==> config.mk <==
export PLATFORM = sky130hd
export DESIGN_NAME = garage_motor_arbiter
export DESIGN_NICKNAME = d
export VERILOG_FILES = /design/src/rtl/garage_pkg.sv /design/src/rtl/garage_rr_pick.sv /design/src/rtl/garage_motor_arbiter.sv
export SDC_FILE = /design/constraint.sdc
export NUM_CORES = 1
export LEC_CHECK = 0
export ABC_AREA = 1
export BUFFER_PORTS_ARGS = -buffer_cell sky130_fd_sc_hd__buf_2
export CAP_MARGIN = 15
export CORE_MARGIN = 3
export CORE_UTILIZATION = 30
export CTS_CLUSTER_DIAMETER = 40
export DETAILED_ROUTE_END_ITERATION = 16
export PLACE_DENSITY_LB_ADDON = 0.2
export SLEW_MARGIN = 40
export SYNTH_ARGS = -nofsm -noshare
export SYNTH_HDL_FRONTEND = slang
export SYNTH_HIERARCHICAL = 1
export SYNTH_SLANG_ARGS = --single-unit
==> constraint.sdc <==
create_clock -name clk -period 3.15 [get_ports clk]
set_clock_uncertainty 0.15 [all_clocks]
set_input_delay 0.63 -clock clk [delete_from_list [all_inputs] [get_ports clk]]
set_output_delay 0.63 -clock clk [all_outputs]
set_load 0.1 [all_outputs]
==> src/rtl/garage_pkg.sv <==
// Shared types and defaults for the garage motor arbiter.
// The GARAGE_ARB_TIMEOUT_EN build option is consumed by garage_motor_arbiter.
package garage_pkg;

  typedef enum logic [1:0] {
    STOP = 2'b00,
    UP   = 2'b10,
    DOWN = 2'b11
  } motor_ctrl_t;

  typedef enum logic [1:0] {
    IDLE,
    RUN,
    COOLDOWN
  } arb_state_t;

  localparam int DEF_TIMEOUT_CYCLES  = 1000;
  localparam int DEF_COOLDOWN_CYCLES = 16;

  function automatic int sel_width(input int n);
    return (n > 1) ? $clog2(n) : 1;
  endfunction

  // Sized to hold the longer of the two phases, since one counter serves both.
  function automatic int cnt_width(input int t, input int c);
    return $clog2(((t > c) ? t : c) + 1);
  endfunction

endpackage

==> src/rtl/garage_rr_pick.sv <==
// Combinational round-robin picker: the search starts at the entry after ptr,
// so the last owner has lowest priority.
module garage_rr_pick #(
  parameter int N  = 4,
  parameter int SW = 2
) (
  input  logic [N-1:0]  elig,
  input  logic [SW-1:0] ptr,
  output logic          valid,
  output logic [SW-1:0] idx
);

  function automatic logic [SW-1:0] wrap_idx(input logic [SW-1:0] p, input int k);
    int s;
    s = int'(p) + k;
    if (s >= N) s = s - N;
    return SW'(s);
  endfunction

  // Walk offsets from farthest to nearest so the nearest eligible entry wins.
  always_comb begin
    valid = 1'b0;
    idx   = '0;
    for (int k = N; k >= 1; k--) begin
      if (elig[wrap_idx(ptr, k)]) begin
        valid = 1'b1;
        idx   = wrap_idx(ptr, k);
      end
    end
  end

endmodule

==> src/rtl/garage_motor_arbiter.sv <==
// Round-robin owner of one shared garage-door motor, with mandatory cool-down.
// Define GARAGE_ARB_TIMEOUT_EN to build in the travel watchdog and sticky faults.
module garage_motor_arbiter
  import garage_pkg::*;
#(
  parameter int N_DOORS         = 4,
  parameter int TIMEOUT_CYCLES  = DEF_TIMEOUT_CYCLES,
  parameter int COOLDOWN_CYCLES = DEF_COOLDOWN_CYCLES,
  localparam int SW             = sel_width(N_DOORS)
) (
  input  logic                 clk,
  input  logic                 rst_n,
  input  logic [2*N_DOORS-1:0] cmd,
  input  logic [N_DOORS-1:0]   done,
  input  logic [N_DOORS-1:0]   fault_clr,
  output logic [N_DOORS-1:0]   grant,
  output logic [SW-1:0]        sel,
  output logic [1:0]           motor_ctrl,
  output logic                 busy,
  output logic [N_DOORS-1:0]   fault
);

  localparam int CW = cnt_width(TIMEOUT_CYCLES, COOLDOWN_CYCLES);
  localparam logic [CW-1:0] CNT_MAX = '1;
  localparam logic [CW-1:0] CD_LAST = CW'(COOLDOWN_CYCLES - 1);
`ifdef GARAGE_ARB_TIMEOUT_EN
  localparam logic [CW-1:0] TO_LAST = CW'(TIMEOUT_CYCLES - 1);
`endif

  arb_state_t         state, state_d;
  logic [CW-1:0]      cnt, cnt_d;
  logic [SW-1:0]      ptr, ptr_d, sel_d;
  motor_ctrl_t        lcmd, lcmd_d, motor, motor_d;
  logic [N_DOORS-1:0] grant_d, fault_q, elig;
  logic               busy_d;
  logic [1:0]         cmd_arr [N_DOORS];
  logic               pick_valid;
  logic [SW-1:0]      pick_idx;
  logic               owner_stop, timeout_hit;
`ifdef GARAGE_ARB_TIMEOUT_EN
  logic [N_DOORS-1:0] fault_set;
`endif

  // Only bit 1 distinguishes a travel request; 01 behaves as stop.
  always_comb begin
    for (int i = 0; i < N_DOORS; i++) begin
      cmd_arr[i] = cmd[2*i +: 2];
      elig[i]    = cmd[2*i+1] & ~fault_q[i];
    end
  end

  garage_rr_pick #(.N(N_DOORS), .SW(SW)) u_pick (
    .elig  (elig),
    .ptr   (ptr),
    .valid (pick_valid),
    .idx   (pick_idx)
  );

  always_comb begin
    state_d     = state;
    cnt_d       = cnt;
    ptr_d       = ptr;
    sel_d       = sel;
    lcmd_d      = lcmd;
    grant_d     = grant;
    motor_d     = motor;
    busy_d      = busy;
    owner_stop  = done[sel] | (cmd_arr[sel] != lcmd);
    timeout_hit = 1'b0;
`ifdef GARAGE_ARB_TIMEOUT_EN
    fault_set   = '0;
    timeout_hit = (cnt == TO_LAST);
`endif
    case (state)
      IDLE: begin
        if (pick_valid) begin
          state_d = RUN;
          cnt_d   = '0;
          ptr_d   = pick_idx;
          sel_d   = pick_idx;
          lcmd_d  = motor_ctrl_t'(cmd_arr[pick_idx]);
          motor_d = motor_ctrl_t'(cmd_arr[pick_idx]);
          grant_d = N_DOORS'(1) << pick_idx;
          busy_d  = 1'b1;
        end
      end
      RUN: begin
        // A done or cmd change in the same cycle as the watchdog suppresses the fault.
        if (owner_stop || timeout_hit) begin
          state_d = COOLDOWN;
          cnt_d   = '0;
          grant_d = '0;
          motor_d = STOP;
`ifdef GARAGE_ARB_TIMEOUT_EN
          if (!owner_stop) fault_set[sel] = 1'b1;
        end else begin
          cnt_d = (cnt == CNT_MAX) ? cnt : cnt + CW'(1);
`endif
        end
      end
      COOLDOWN: begin
        if (cnt == CD_LAST) begin
          state_d = IDLE;
          cnt_d   = '0;
          busy_d  = 1'b0;
        end else begin
          cnt_d = (cnt == CNT_MAX) ? cnt : cnt + CW'(1);
        end
      end
      default: state_d = IDLE;
    endcase
  end

  // Pointer resets to the last door so door 0 is searched first.
  always_ff @(posedge clk or negedge rst_n) begin
    if (!rst_n) begin
      state <= IDLE;
      cnt   <= '0;
      ptr   <= SW'(N_DOORS - 1);
      sel   <= '0;
      lcmd  <= STOP;
      grant <= '0;
      motor <= STOP;
      busy  <= 1'b0;
    end else begin
      state <= state_d;
      cnt   <= cnt_d;
      ptr   <= ptr_d;
      sel   <= sel_d;
      lcmd  <= lcmd_d;
      grant <= grant_d;
      motor <= motor_d;
      busy  <= busy_d;
    end
  end

`ifdef GARAGE_ARB_TIMEOUT_EN
  always_ff @(posedge clk or negedge rst_n) begin
    if (!rst_n) fault_q <= '0;
    else        fault_q <= (fault_q & ~fault_clr) | fault_set;
  end
`else
  logic unused_fault_clr;
  assign unused_fault_clr = ^fault_clr;
  assign fault_q = '0;
`endif

  assign motor_ctrl = motor;
  assign fault      = fault_q;

endmodule

Word level (Yosys, flattened, before mapping)
Index checks and enable logic that the tools add are counted.
{"block": "word_totals", "regBits": 25, "output_inout_bits": 13}
{"block": "op_classes", "n_shift": 1, "bitwise_logic": 3, "n_addsub": 9, "eq_ne": 9, "order_cmp": 11, "n_mux": 46, "reduce_logical": 9}
{"cell": "$mux 10", "n": 4}
{"cell": "$mux 2", "n": 17}
{"cell": "$pmux 10 s3", "n": 1}
{"cell": "$ge 3x3->1 const B", "n": 5}
{"cell": "$lt 2x3->1 const B", "n": 5}
{"cell": "$mux 1", "n": 11}
{"cell": "$add 10x1->10 const B", "n": 1}
{"cell": "$bmux 1 s2", "n": 5}
{"cell": "$eq 10x10->1 const B", "n": 1}
{"cell": "$eq 10x4->1 const B", "n": 1}
{"cell": "$reduce_and 3->1", "n": 3}
{"cell": "$bmux 2 s2", "n": 2}
{"cell": "$mux 4", "n": 2}
{"cell": "$pmux 4 s2", "n": 1}
{"cell": "$sub 2x1->2 const B", "n": 4}
{"cell": "$add 2x2->3 const B", "n": 2}
{"cell": "$ne 2x2->1 const B", "n": 3}
{"cell": "$not 2->3", "n": 2}
{"cell": "$pmux 2 s3", "n": 1}
{"cell": "$add 2x3->4 const B", "n": 1}
{"cell": "$ge 4x3->1 const B", "n": 1}
{"cell": "$pmux 2 s2", "n": 1}
{"cell": "$reduce_and 4->1", "n": 1}
{"cell": "$reduce_bool 2->1", "n": 2}
{"cell": "other kinds (11)", "n": 11}

Logic depth before layout (Yosys ltp)
Gate-level depths: netlist (run 1).
{"block": "logic_depth", "depth_word": 15, "ltp_mapped": 17, "depth_no_buf": 16}

Hierarchy
Netlist (run 1), hierarchy kept.
{"mod": "garage_motor_arbiter", "cells_each": 207, "seq_area_each_um2": 628.1, "n_inst": 1, "area_each_um2": 1477.7}
{"mod": "garage_rr_pick", "cells_each": 51, "seq_area_each_um2": 0.0, "n_inst": 1, "area_each_um2": 246.5}

Worst setup path after synthesis (run 1)
OpenSTA, ideal clock, no wires.
{"block": "synth_path", "kind": "reg2reg", "startpoint": "register sel[0]", "endpoint": "register grant[0]", "period_less_slack_ns": 2.184, "required_ns": 2.933, "stages_incl_launch_ff": 11, "n_path_buf": 0, "setup_slack_ns": 0.966, "arrival_ns": 1.968, "cell_sequence": "dfrtp_1 inv_2 nand2_1 nand3_1 nand2_1 nand2_1 nor2_4 nand3_4 nand3_2 nand2_1 nand2_1"}
{"block": "synth_via", "elab_chain_len": 8, "elab_cells_between_ends": 10, "classes_between": "2 x eq/ne; 5 x mux; 2 x bitwise; 1 x reduce/logical"}
{"element": "start: declaration", "line": "garage_motor_arbiter.sv:17", "source": "output logic [SW-1:0] sel,"}
{"element": "start signal: assignment", "line": "garage_motor_arbiter.sv:129", "source": "sel <= sel_d;"}
{"element": "$not 2->3 (implied by the code)", "line": "garage_motor_arbiter.sv:68", "source": "owner_stop = done[sel] | (cmd_arr[sel] != lcmd);"}
{"element": "$bmux 2 s2", "line": "garage_motor_arbiter.sv:68"}
{"element": "$mux 2 (implied by the code) (2 in a row)", "line": "garage_motor_arbiter.sv:68"}
{"element": "$ne 2x2->1", "line": "garage_motor_arbiter.sv:68"}
{"element": "$or 1x1->1 *", "line": "garage_motor_arbiter.sv:68"}
{"element": "$ne 2x2->1 (no source line) *"}
{"element": "$reduce_and 3->1 (no source line) *"}
{"element": "end signal: assignment", "line": "garage_motor_arbiter.sv:131", "source": "grant <= grant_d;"}
{"element": "end: declaration", "line": "garage_motor_arbiter.sv:16", "source": "output logic [N_DOORS-1:0] grant,"}
Every way passes the cells marked *; elsewhere a longest branch is shown, timed or not. The select of a mux whose other input is x is not followed.
A chain may end at the register's enable or synchronous reset.

Worst setup path in the final report (run 1)
{"block": "layout_path", "startpoint": "register ptr[0]", "endpoint": "register lcmd[1]"}
{"block": "layout_via", "elab_chain_len": 13, "elab_cells_between_ends": 37, "classes_between": "8 x add/sub; 4 x order compare; 23 x mux; 1 x bitwise; 1 x reduce/logical"}
{"element": "start: declaration", "line": "garage_motor_arbiter.sv:32", "source": "logic [SW-1:0] ptr, ptr_d, sel_d;"}
{"element": "start signal: assignment", "line": "garage_motor_arbiter.sv:119", "source": "ptr <= SW'(N_DOORS - 1);"}
{"element": "start signal: assignment", "line": "garage_motor_arbiter.sv:128", "source": "ptr <= ptr_d;"}
{"element": "$add 2x3->4", "line": "garage_rr_pick.sv:15", "source": "s = int'(p) + k;"}
{"element": "$ge 4x3->1 / $sub 2x1->2 (equally long branches)", "line": "garage_rr_pick.sv:16", "source": "if (s >= N) s = s - N;"}
{"element": "$mux 2", "line": "garage_rr_pick.sv:16"}
{"element": "$bmux 1 s2", "line": "garage_rr_pick.sv:25", "source": "if (elig[wrap_idx(ptr, k)]) begin"}
{"element": "$mux 1 (implied by the code)", "line": "garage_rr_pick.sv:25"}
{"element": "$mux 2 (3 in a row)", "line": "garage_rr_pick.sv:25"}
{"element": "$mux 2 *", "line": "garage_rr_pick.sv:25"}
{"element": "net pick_idx[1]", "line": "garage_motor_arbiter.sv:38", "source": "logic [SW-1:0] pick_idx;"}
{"element": "$not 2->3 (implied by the code) *", "line": "garage_motor_arbiter.sv:81", "source": "lcmd_d = motor_ctrl_t'(cmd_arr[pick_idx]);"}
{"element": "$bmux 2 s2 *", "line": "garage_motor_arbiter.sv:81"}
{"element": "$mux 2 (implied by the code) * (2 in a row)", "line": "garage_motor_arbiter.sv:81"}
{"element": "end signal: assignment", "line": "garage_motor_arbiter.sv:130", "source": "lcmd <= lcmd_d;"}
{"element": "end: declaration", "line": "garage_motor_arbiter.sv:33", "source": "motor_ctrl_t lcmd, lcmd_d, motor, motor_d;"}
The timed path passes the listed nets; every way through them passes the cells marked *. The select of a mux whose other input is x is not followed.

==> results of run 1 <==
==> routing by layer <==
| metal | part of all wire, % | vias up |
|---|---|---|
| met5 | 0 | - |
| met4 | 1.5 | 0 |
| met3 | 2.4 | 4 |
| met2 | 45 | 21 |
| met1 | 51 | 738 |
| li1 | - | 842 |
==> worst min path at each step <==
stage / startpoint / endpoint / slack [ns] / cells past startpoint
after floorplan: rst_n / busy / 0.18 / 0
final: rst_n / sel[0] / 0.20 / 1
after detailed placement: motor_ctrl[0] / motor_ctrl[0] / 0.30 / 2
after global routing: rst_n / motor_ctrl[0] / 0.24 / 1
after global placement: motor_ctrl[0] / motor_ctrl[0] / 0.30 / 2
after CTS: rst_n / motor_ctrl[0] / 0.23 / 1
==> cell families (layout without fill, tap and decap cells) <==
kind of cell,after synthesis,in the layout
other,1,4
adder cells (fa/ha/maj),1,1
flip-flops,25,25
AND/OR/NAND/NOR,179,179
XOR/XNOR,3,3
AO/OA/AOI/OAI,12,12
buffers and inverters,37,54
==> power by group through the flow <==
stage	Sequential, W	Clock [W]	Combinational (W)
after CTS	0.000321	0.000213	0.0000702
after global routing	0.000321	0.000226	0.0000776
after floorplan	0.000327	0	0.0000503
after detailed placement	0.000327	0	0.0000699
after global placement	0.000327	0	0.0000698
final	0.000321	0.000201	0.0000694
==> cell type report <==
class / instances / area, sq um
Inverter: 28 / 110
Sequential cell: 25 / 628
Timing Repair Buffer: 22 / 110
Clock buffer: 3 / 41.3
Fill cell: 588 / 3410
Clock inverter: 1 / 7.51
Multi-Input combinational cell: 199 / 937
Tap cell: 70 / 87.6
==> layout by cell type (no fill, tap or decap) <==
master | Yosys | layout
nor3_1 | 1 | 1
or2_2 | 2 | 2
dfrtp_1 | 23 | 23
xnor2_1 | 1 | 1
nand3_2 | 1 | 1
nor2_2 | 3 | 3
xor2_1 | 2 | 2
nor2_4 | 1 | 1
nand2_2 | 8 | 8
nand3_1 | 17 | 17
and2_1 | 1 | 1
conb_1 | 1 | 4
inv_2 | 5 | 5
dfstp_2 | 2 | 2
inv_6 | 1 | 1
clkbuf_8 | 0 | 3
a21boi_1 | 1 | 1
clkinvlp_4 | 0 | 1
inv_1 | 22 | 22
o21ai_0 | 4 | 4
o211ai_1 | 1 | 1
buf_2 | 3 | 22
a22oi_1 | 2 | 2
o21bai_1 | 1 | 1
nand4_1 | 12 | 12
ha_1 | 1 | 1
o21ai_1 | 1 | 1
nor2_1 | 17 | 17
nand3_4 | 2 | 2
a31oi_1 | 1 | 1
nand2_1 | 113 | 113
and2_4 | 1 | 1
o21ai_2 | 1 | 1
==> worst max-delay path: stages, from the launching register on <==
cell	delay, ns
dfstp_2	0.69
nand2_1	0.08
o21ai_1	0.13
nand2_1	0.07
nand2_1	0.06
nand3_1	0.06
a21boi_1	0.31
nor2_1	0.16
a22oi_1	0.20
nand2_1	0.08
nand2_1	0.10
nand2_1	0.06
==> cell usage after synthesis <==
library cell    n  area share (%)
and2_4          1            0.51
nand3_4         2             2.0
nand2_1       113              25
nand3_1        17             4.9
ha_1            1            0.73
and2_1          1            0.36
o21ai_2         1            0.51
conb_1          1            0.22
or2_2           2            0.73
nand2_2         8             2.9
o21ai_1         1            0.29
inv_2           5             1.1
buf_6           1            0.65
a22oi_1         2            0.87
nor3_1          1            0.29
buf_2           3            0.87
a21boi_1        1            0.44
xor2_1          2             1.0
nor2_1         17             3.7
buf_4           4             1.7
nor2_2          3             1.1
nand4_1        12             4.4
nor2_4          1            0.65
o211ai_1        1            0.44
nand3_2         1            0.58
inv_1          22             4.8
inv_6           1            0.51
dfrtp_1        23              33
a31oi_1         1            0.36
o21ai_0         4             1.2
dfstp_2         2             3.0
o21bai_1        1            0.44
xnor2_1         1            0.51
clkbuf_1        1            0.22
==> flip-flops by register name (all words and copies together) (netlist names) <==
name and flops:
cnt 10, grant 4, lcmd 2, motor_ctrl 2
ptr 2, sel 2, state 2, busy 1
==> through the flow <==
| step | util [%] | setup slack (ns) | std cells | hold WS, ns | power (W) |
|---|---|---|---|---|---|
| finish | 36.0 | 0.885 | 348 | 0.199 | 0.000591 |
| global route | 36.0 | 0.633 | 348 | 0.245 | 0.000624 |
| CTS | 36.0 | 0.865 | 348 | 0.226 | 0.000604 |
| detailed placement | 35.1 | 0.761 | 344 | 0.304 | 0.000397 |
| global placement | 35.1 | 0.786 | 344 | 0.301 | 0.000397 |
| floorplan | - | 0.966 | 261 | 0.184 | 0.000377 |
==> key figures, run 1 <==
Status
  • Outcome: finished clean

Clock tree
  • CTS clk-pin slew, worst paths: 0.10 ns
  • CTS tree: done
  • Post-CTS Hold Buffers: 0
  • Longest Clk Path Bufs: 2
  • CTS buffer count: 3
  • # Post-CTS Setup Buffers: 0
  • CTS Root Cell: clkbuf_8
  • Post-CTS Resized: 0
  • Skew-Pair Late Insertion Delay: 0.27 ns
  • CTS sink count: 25
  • CTS H-tree depth: 1

Flow run
  • Max Cap Viol: 0

Placement
  • Post-Place Cell Area: 1870 sq um
  • Gpl congestion: 0.760
  • Detailed Place HPWL: 2880 microns
  • PortBufs: 22

Die
  • Die W: 81.8 microns
  • Die Area: 6690 sq um
  • Row cnt: 26
  • Die extent in y: 81.8 microns
  • Initial Util: 32.3%
  • Core region area: 5340 sq um
  • Num ports: 31

Synth
  • Sequential fraction of the synthesis area: 36.4%
  • Avg Inst Size Synth: 6.68 sq um
  • Synth unique cells: 34
  • Post-Synth Adder-Cell Area: 0.726%
  • Main combinational cell family by area after synthesis: simple AND/OR/NAND/NOR gates
  • Area of the mapped netlist: 1720 sq um
  • Number of warnings issued by yosys: 6
  • Yosys reg bits: 25
  • Compound-gate portion of the synthesized area: 4.50%
  • Post-synthesis mux area share: 0%
  • Cells after synthesis: 258
  • Synth Area in XOR/XNOR: 1.52%
  • Post-synthesis simple-gate area fraction: 46.7%

Setup path
  • CP max FO: 11
  • Critical path class: reg -> reg
  • Critical Path AT: 2.29 ns
  • Worst R2R Start: ptr[0]
  • CP Capture Type: flop
  • R2R depth: 11
  • Worst reg-to-reg setup slack: 0.89 ns
  • Data required time of the worst path: 3.17 ns
  • CP Capture Point: lcmd[1]
  • Critical R2R Capture: lcmd[1]
  • CP Launch Type: flop
  • Setup crit start: ptr[0]

Global routing
  • Gr usage total: 13.1%
  • Remaining Overflow, GRT: 0
  • Initial antenna violation count: 0
  • Vias in the first global route: 1,473
  • M1 GR Usage: 19.1%
  • Largest net degree at the start of global routing: 26
  • First-pass GRT wire length: 6860 microns
  • M3 GR Usage: 1.32%
  • Gr busiest metal: met2
  • Met2 Use GR: 20.1%

Final layout
  • Share of cells above drive strength 1: 19.1%
  • Syn-to-layout area delta: 11.5%
  • Diode count: 0
  • Layout Nets: 298
  • Final instance area: 1920 sq um

Route
  • Routed len/inst: 11.2 microns
  • Vias per cell: 4.61
  • Detail Route Antenna Nets: 0
  • Drt drc: 0
  • Router iterations before antenna repair: 4
  • Via count: 1,605
  • Final wirelength: 3890 microns
  • DRT iter0 DRCs: 117

STA
  • Max_slew headroom: 59.5%
  • Peak Freq: 0.442 GHz
  • Final Hold Vio Count: 0
  • Worst Max-Slew Pin Slew: 0.607 ns
  • TNS Setup: 0 ns
  • Final setup vio count: 0
  • Fin crit period: 2.26 ns
  • Unrepaired setup endpoints after global routing: no
  • Final Cycle Share: 71.9%
  • Final Max Slew Viols: 0

Power
  • Power per cell area: 307 nW/um^2
  • Leak: 1.06 nW
  • P_sw: 0.000163 W
  • Clock power share: 34.0%
  • Peak supply drop: 0.145 mV
  • Sw Ratio: 27.6%
  • Power Internal: 0.000428 W
  • Comb power frac: 11.7%
  • Flop pwr share: 54.3%

Hold path
  • Hold Crit Class: in -> async
Note: power is estimated with default switching activity, not from simulation.
==> run 2, diff against run 1 <==
==> constraint.sdc (replaced) <==
create_clock -name clk -period 1.9 [get_ports clk]
set_clock_uncertainty 0.15 [all_clocks]
set_input_delay 0.38 -clock clk [delete_from_list [all_inputs] [get_ports clk]]
set_output_delay 0.38 -clock clk [all_outputs]
set_load 0.1 [all_outputs]
==> run 2 against run 1 <==
Setup slack worse by 1.0 ns. First-iteration DRC count down 59%. Maximum frequency up 11%. The run now ends with negative setup slack left. Die area unchanged. Wire length is 9.7% higher. Clock power grew 66%. Sequential cell count is the same. Core utilization is 7.6 points higher. Global-route usage rose by 0.32 points. Sequential share of layout area fell by 5.6 points.
==> key figures, run 2 (same netlist as run 1, synthesis figures left out) <==
Power
  • P_sw: 0.000295 W
  • Flop pwr share: 51.3%
  • Sw Ratio: 28.4%
  • Comb power frac: 16.5%
  • Power per cell area: 445 nW/um^2
  • Clock power share: 32.2%
  • Power Internal: 0.000741 W
  • Peak supply drop: 0.194 mV
  • Leak: 1.24 nW

Setup path
  • R2R depth: 13
  • CP max FO: 5
  • Critical Path AT: 2.10 ns
  • CP Launch Type: flop
  • Setup crit start: ptr[0]
  • Worst R2R Start: ptr[0]
  • Worst reg-to-reg setup slack: -0.15 ns
  • Data required time of the worst path: 1.95 ns
  • Critical path class: reg -> reg
  • Critical R2R Capture: lcmd[0]
  • CP Capture Type: flop
  • Critical-path top delay cell: dfstp_2
  • Top cell by count, worst path: nand2_2
  • CP Capture Point: lcmd[0]
  • CP cell instances: buf_6, nand2_2, nand2_2, nand2_2, nand2_2, nand3_2, a21boi_4, nand2_1, inv_2, nand2_1, nand4_1, nand2_1, o21ai_1
  • Crit-path max cell delay: 0.60 ns

Status
  • Failing checks: negative setup slack
  • Outcome: complete, but fails checks

Placement
  • Gpl congestion: 0.833
  • Detailed Place HPWL: 3000 microns
  • PortBufs: 22

Route
  • DRT iter0 DRCs: 48
  • Drt drc: 0
  • Vias per cell: 4.56
  • Final wirelength: 4270 microns
  • Router iterations before antenna repair: 4
  • Detail Route Antenna Nets: 0
  • Routed len/inst: 11.4 microns
  • Via count: 1,716

Global routing
  • Largest net degree at the start of global routing: 26
  • Initial antenna violation count: 0
  • Vias in the first global route: 1,643
  • First-pass GRT wire length: 7190 microns
  • Gr usage total: 13.4%
  • Remaining Overflow, GRT: 0

STA
  • TNS Setup: -0.840 ns
  • Fin worst setup slack: -0.146 ns
  • Final Hold Vio Count: 0
  • Unrepaired setup endpoints after global routing: yes
  • Max_slew headroom: 61.3%
  • Peak Freq: 0.489 GHz
  • Fin crit period: 2.05 ns
  • Final Max Slew Viols: 0
  • Worst Max-Slew Pin Slew: 0.580 ns
  • Hold slack: 0.314 ns
  • Final setup vio count: 10
  • Final Cycle Share: 108%

Die
  • Row cnt: 26
  • Die Area: 6690 sq um
  • Die extent in y: 81.8 microns
  • Core region area: 5340 sq um
  • Num ports: 31
  • Initial Util: 32.3%
  • Die W: 81.8 microns

Clock tree
  • Longest Clk Path Bufs: 2
  • CTS tree: done
  • CTS clk-pin slew, worst paths: 0.09 ns
  • Skew-Pair Late Insertion Delay: 0.27 ns
  • CTS Root Cell: clkbuf_8
  • CTS sink count: 25
  • CTS H-tree depth: 1
  • CTS buffer count: 3

Final layout
  • Final core occ: 43.6%
  • Layout Nets: 326
  • Share of cells above drive strength 1: 39.2%
  • Syn-to-layout area delta: 35.0%
  • Fillers: 565
  • Diode count: 0
  • Most frequent cells in the layout: 93 x nand2_1, 24 x nand2_2, 22 x buf_2
  • Max reg flops: 10
  • Largest Register: cnt
  • Top Registers: cnt: 10 flops, grant: 4 flops
  • Commonest non-fill, non-tap cell in the layout: nand2_1

Flow run
  • Max Cap Viol: 0

Hold path
  • Hold path depth: 5
  • Hold Crit Class: in -> reg
run 2: worst max-delay path, delay by kind of cell, from the launching register on:
kind,cells,cell delay [ns]
flops,1,0.60
compound gates,2,0.38
simple gates,9,0.60
buf+inv,2,0.21
run 2: worst min path at each step:
stage | startpoint | to | slack, ns
3_3_place_gp | rst_n | cnt[2] | 0.27
6_report | cmd[6] | motor_ctrl[0] | 0.31
2_1_floorplan | rst_n | busy | -0.07
5_1_grt | cmd[6] | motor_ctrl[0] | 0.34
4_1_cts | cmd[4] | motor_ctrl[0] | 0.31
3_5_place_dp | rst_n | cnt[4] | 0.27
run 2: area by class of cell:
class                           count  area (sq um)  share of cell area, %
Clock buffer                        3          41.3                   1.77
Multi-Input combinational cell    201          1120                   48.1
Inverter                           28           119                   5.11
Clock inverter                      1          5.00                  0.215
Timing Repair inverter              1          5.00                  0.215
Timing Repair Buffer               47           319                   13.7
Sequential cell                    25           631                   27.1
Tap cell                           70          87.6                   3.76
run 2: metal layers:
layer  vias to the layer above  part of all wire [%]  routed length, microns  global-route usage [%]
met5                         -                     0                       0                       0
met4                         0                  0.30                      13                    1.99
met2                        25                    48                    2050                    23.2
met1                       792                    49                    2070                    17.4
met3                         2                   3.0                     130                    2.96
li1                        897                     -                       -                       -
run 2: through the flow:
step	area (sq um)	std cells	setup slack [ns]	total power, W
5_1_grt	2330	376	-0.285	0.00109
3_3_place_gp	2000	360	-0.213	0.000677
2_1_floorplan	1740	261	0.0171	0.000627
3_5_place_dp	2000	360	-0.249	0.000677
6_report	2330	376	-0.146	0.00104
4_1_cts	2140	369	-0.136	0.00102
run 2: repair_timing:
item	in CTS	in global routing
endpoints found under the hold margin	23	0
buffers inserted	4	4
pin swaps	5	26
endpoints found under the setup margin	20	22
gates cloned	0	3
hold buffers	1	0
resized for setup	18	41
run 2: power by group through the flow:
stage | Sequential [W] | Clock [W] | Combinational (W)
floorplan | 0.000542 | 0 | 0.0000844
global placement | 0.000542 | 0 | 0.000135
detailed placement | 0.000542 | 0 | 0.000135
CTS | 0.000532 | 0.000344 | 0.000147
global route | 0.000532 | 0.000374 | 0.000186
finish | 0.000532 | 0.000333 | 0.000170
==> run 3, diff against run 2 <==
--- a/config.mk
+++ b/config.mk
@@ -8,8 +8,10 @@
 export ABC_AREA = 1
 export BUFFER_PORTS_ARGS = -buffer_cell sky130_fd_sc_hd__buf_2
 export CAP_MARGIN = 15
+export CELL_PAD_IN_SITES_DETAIL_PLACEMENT = 0
+export CELL_PAD_IN_SITES_GLOBAL_PLACEMENT = 2
 export CORE_MARGIN = 3
-export CORE_UTILIZATION = 30
+export CORE_UTILIZATION = 27
 export CTS_CLUSTER_DIAMETER = 40
 export DETAILED_ROUTE_END_ITERATION = 16
 export PLACE_DENSITY_LB_ADDON = 0.2
==> run 3 against run 2 <==
The flow still finishes with violations (negative setup slack). Via count decreased by 0.52%. Sequential power about the same. Wire length increased by 8.3%. Critical path depth increased by 2. Critical endpoint is now grant[2]. Highest routed layer unchanged.
==> key figures, run 3 (same netlist as run 1, synthesis figures left out) <==
Status
  • Outcome: complete, but fails checks
  • Failing checks: negative setup slack

Final layout
  • Largest Register: cnt
  • Final core occ: 39.2%
  • Layout Nets: 326
  • Commonest non-fill, non-tap cell in the layout: nand2_1
  • Max reg flops: 10
  • Top Registers: cnt: 10 flops, grant: 4 flops
  • Final std cells w/o fill: 381
  • Fillers: 676
  • Area of the multi-input gates: 1150 sq um
  • Reg area: 631 sq um
  • Share of cells above drive strength 1: 39.2%
  • Diode count: 0
  • Most frequent cells in the layout: 91 x nand2_1, 23 x nand2_2, 22 x buf_2
  • Syn-to-layout area delta: 38.0%

Setup path
  • Critical Path AT: 2.09 ns
  • Critical path class: reg -> reg
  • CP Capture Type: flop
  • CP Launch Type: flop
  • CP max FO: 6
  • Data required time of the worst path: 1.93 ns

Route
  • Via count: 1,707
  • Drt drc: 0
  • DRT iter0 DRCs: 50
  • Detail Route Antenna Nets: 0
  • Routed len/inst: 12.1 microns
  • Vias per cell: 4.48
  • Final wirelength: 4620 microns
  • Router iterations before antenna repair: 4

STA
  • Final Cycle Share: 109%
  • Final setup vio count: 10
  • Final Hold Vio Count: 0
  • Fin crit period: 2.06 ns
  • Fin worst setup slack: -0.162 ns
  • Final Max Slew Viols: 0
  • Worst Max-Slew Pin Slew: 0.615 ns
  • Unrepaired setup endpoints after global routing: yes
  • Max_slew headroom: 59.0%
  • Peak Freq: 0.485 GHz

Placement
  • PortBufs: 22
  • Placed Cells: 366
  • Detailed Place HPWL: 3260 microns
  • Gpl congestion: 0.749

Global routing
  • Gr usage total: 13.7%
  • Remaining Overflow, GRT: 0
  • Vias in the first global route: 1,767
  • Largest net degree at the start of global routing: 26
  • Initial antenna violation count: 0
  • First-pass GRT wire length: 8220 microns

Clock tree
  • CTS sink count: 25
  • Skew-Pair Late Insertion Delay: 0.28 ns
  • CTS clk-pin slew, worst paths: 0.10 ns
  • CTS buffer count: 3
  • Longest Clk Path Bufs: 2
  • CTS H-tree depth: 1
  • CTS tree: done
  • CTS Root Cell: clkbuf_8

Die
  • Initial Util: 28.4%
  • Die extent in y: 85.9 microns
  • Row cnt: 28
  • Die Area: 7380 sq um
  • Core region area: 6060 sq um
  • Die W: 85.9 microns
  • Num ports: 31

Power
  • Power per cell area: 440 nW/um^2
  • Leak: 1.23 nW
  • Peak supply drop: 0.346 mV

Hold path
  • Hold Crit Class: in -> reg

Flow run
  • Max Cap Viol: 0
-- run 3: routing by layer --
metal | part of all wire [%] | routed length, microns | vias up | track usage, %
met5 | 0 | 0 | - | 0
met4 | 0.93 | 43 | 0 | 3.02
met3 | 3.1 | 143 | 4 | 2.98
met2 | 49 | 2260 | 27 | 24.0
met1 | 47 | 2180 | 779 | 17.2
li1 | - | - | 897 | -
-- run 3: worst max-delay path, cell delays in order (launching register included) --
cell and delay [ns]:
dfstp_2 0.58, buf_12 0.13, inv_8 0.05, nand2_4 0.06, and2_4 0.13, nor2_2 0.03, nor2_1 0.11, nand3_2 0.10
nand2_4 0.12, inv_4 0.05, nand2_2 0.06, inv_2 0.05, buf_4 0.13, buf_4 0.12, nand2_1 0.05, nand2_1 0.04
-- run 3: power by group --
part	switching [W]	internal (W)	total (W)	leakage, nW
clock	0.000191	0.000147	0.000338	0.0255
sequential	0	0.000532	0.000532	0.296
combinational	0.000111	0.0000652	0.000176	0.910
-- run 3: area by class of cell --
| type | count | area share [%] |
|---|---|---|
| well taps | 75 | 3.95 |
| clock buffers | 3 | 1.74 |
| repair buffers | 48 | 14.1 |
| multi-input cells | 200 | 48.2 |
| repair inverters | 1 | 0.316 |
| clock inverters | 1 | 0.210 |
| inverters | 28 | 5.00 |
| flip-flops and latches | 25 | 26.5 |
-- run 3: final timing paths --
kind                          startpoint             to  cells past startpoint  slack [ns]
min in group asynchronous          rst_n           busy                      2        0.49
max in group asynchronous          rst_n         sel[0]                      2        0.67
setup / recovery                  ptr[0]       grant[2]                     15       -0.16
setup reg to reg                  ptr[0]       grant[2]                     15       -0.16
hold reg to reg            motor_ctrl[0]  motor_ctrl[0]                      2        0.32
hold / removal                    cmd[6]  motor_ctrl[0]                      5        0.30
-- run 3: timing repair --
action	4_1_cts	5_1_grt
hold buffers	1	0
setup endpoints to repair	22	22
gates cloned	2	0
pin swaps	14	22
endpoints found under the hold margin	23	0
resized for setup	37	26
buffers inserted	4	4
-- run 3: stage by stage --
step | setup WS [ns] | TNS, ns | hold slack (ns) | total power [W] | instance area [sq um]
after global routing | -0.301 | -3.24 | 0.351 | 0.00111 | 2380
final | -0.162 | -0.923 | 0.301 | 0.00105 | 2380
after CTS | -0.156 | -0.792 | 0.289 | 0.00105 | 2250
after floorplan | 0.0171 | 0 | -0.0656 | 0.000627 | 1740
after global placement | -0.291 | -3.36 | 0.282 | 0.000680 | 2010
after detailed placement | -0.295 | -3.81 | 0.297 | 0.000680 | 2010
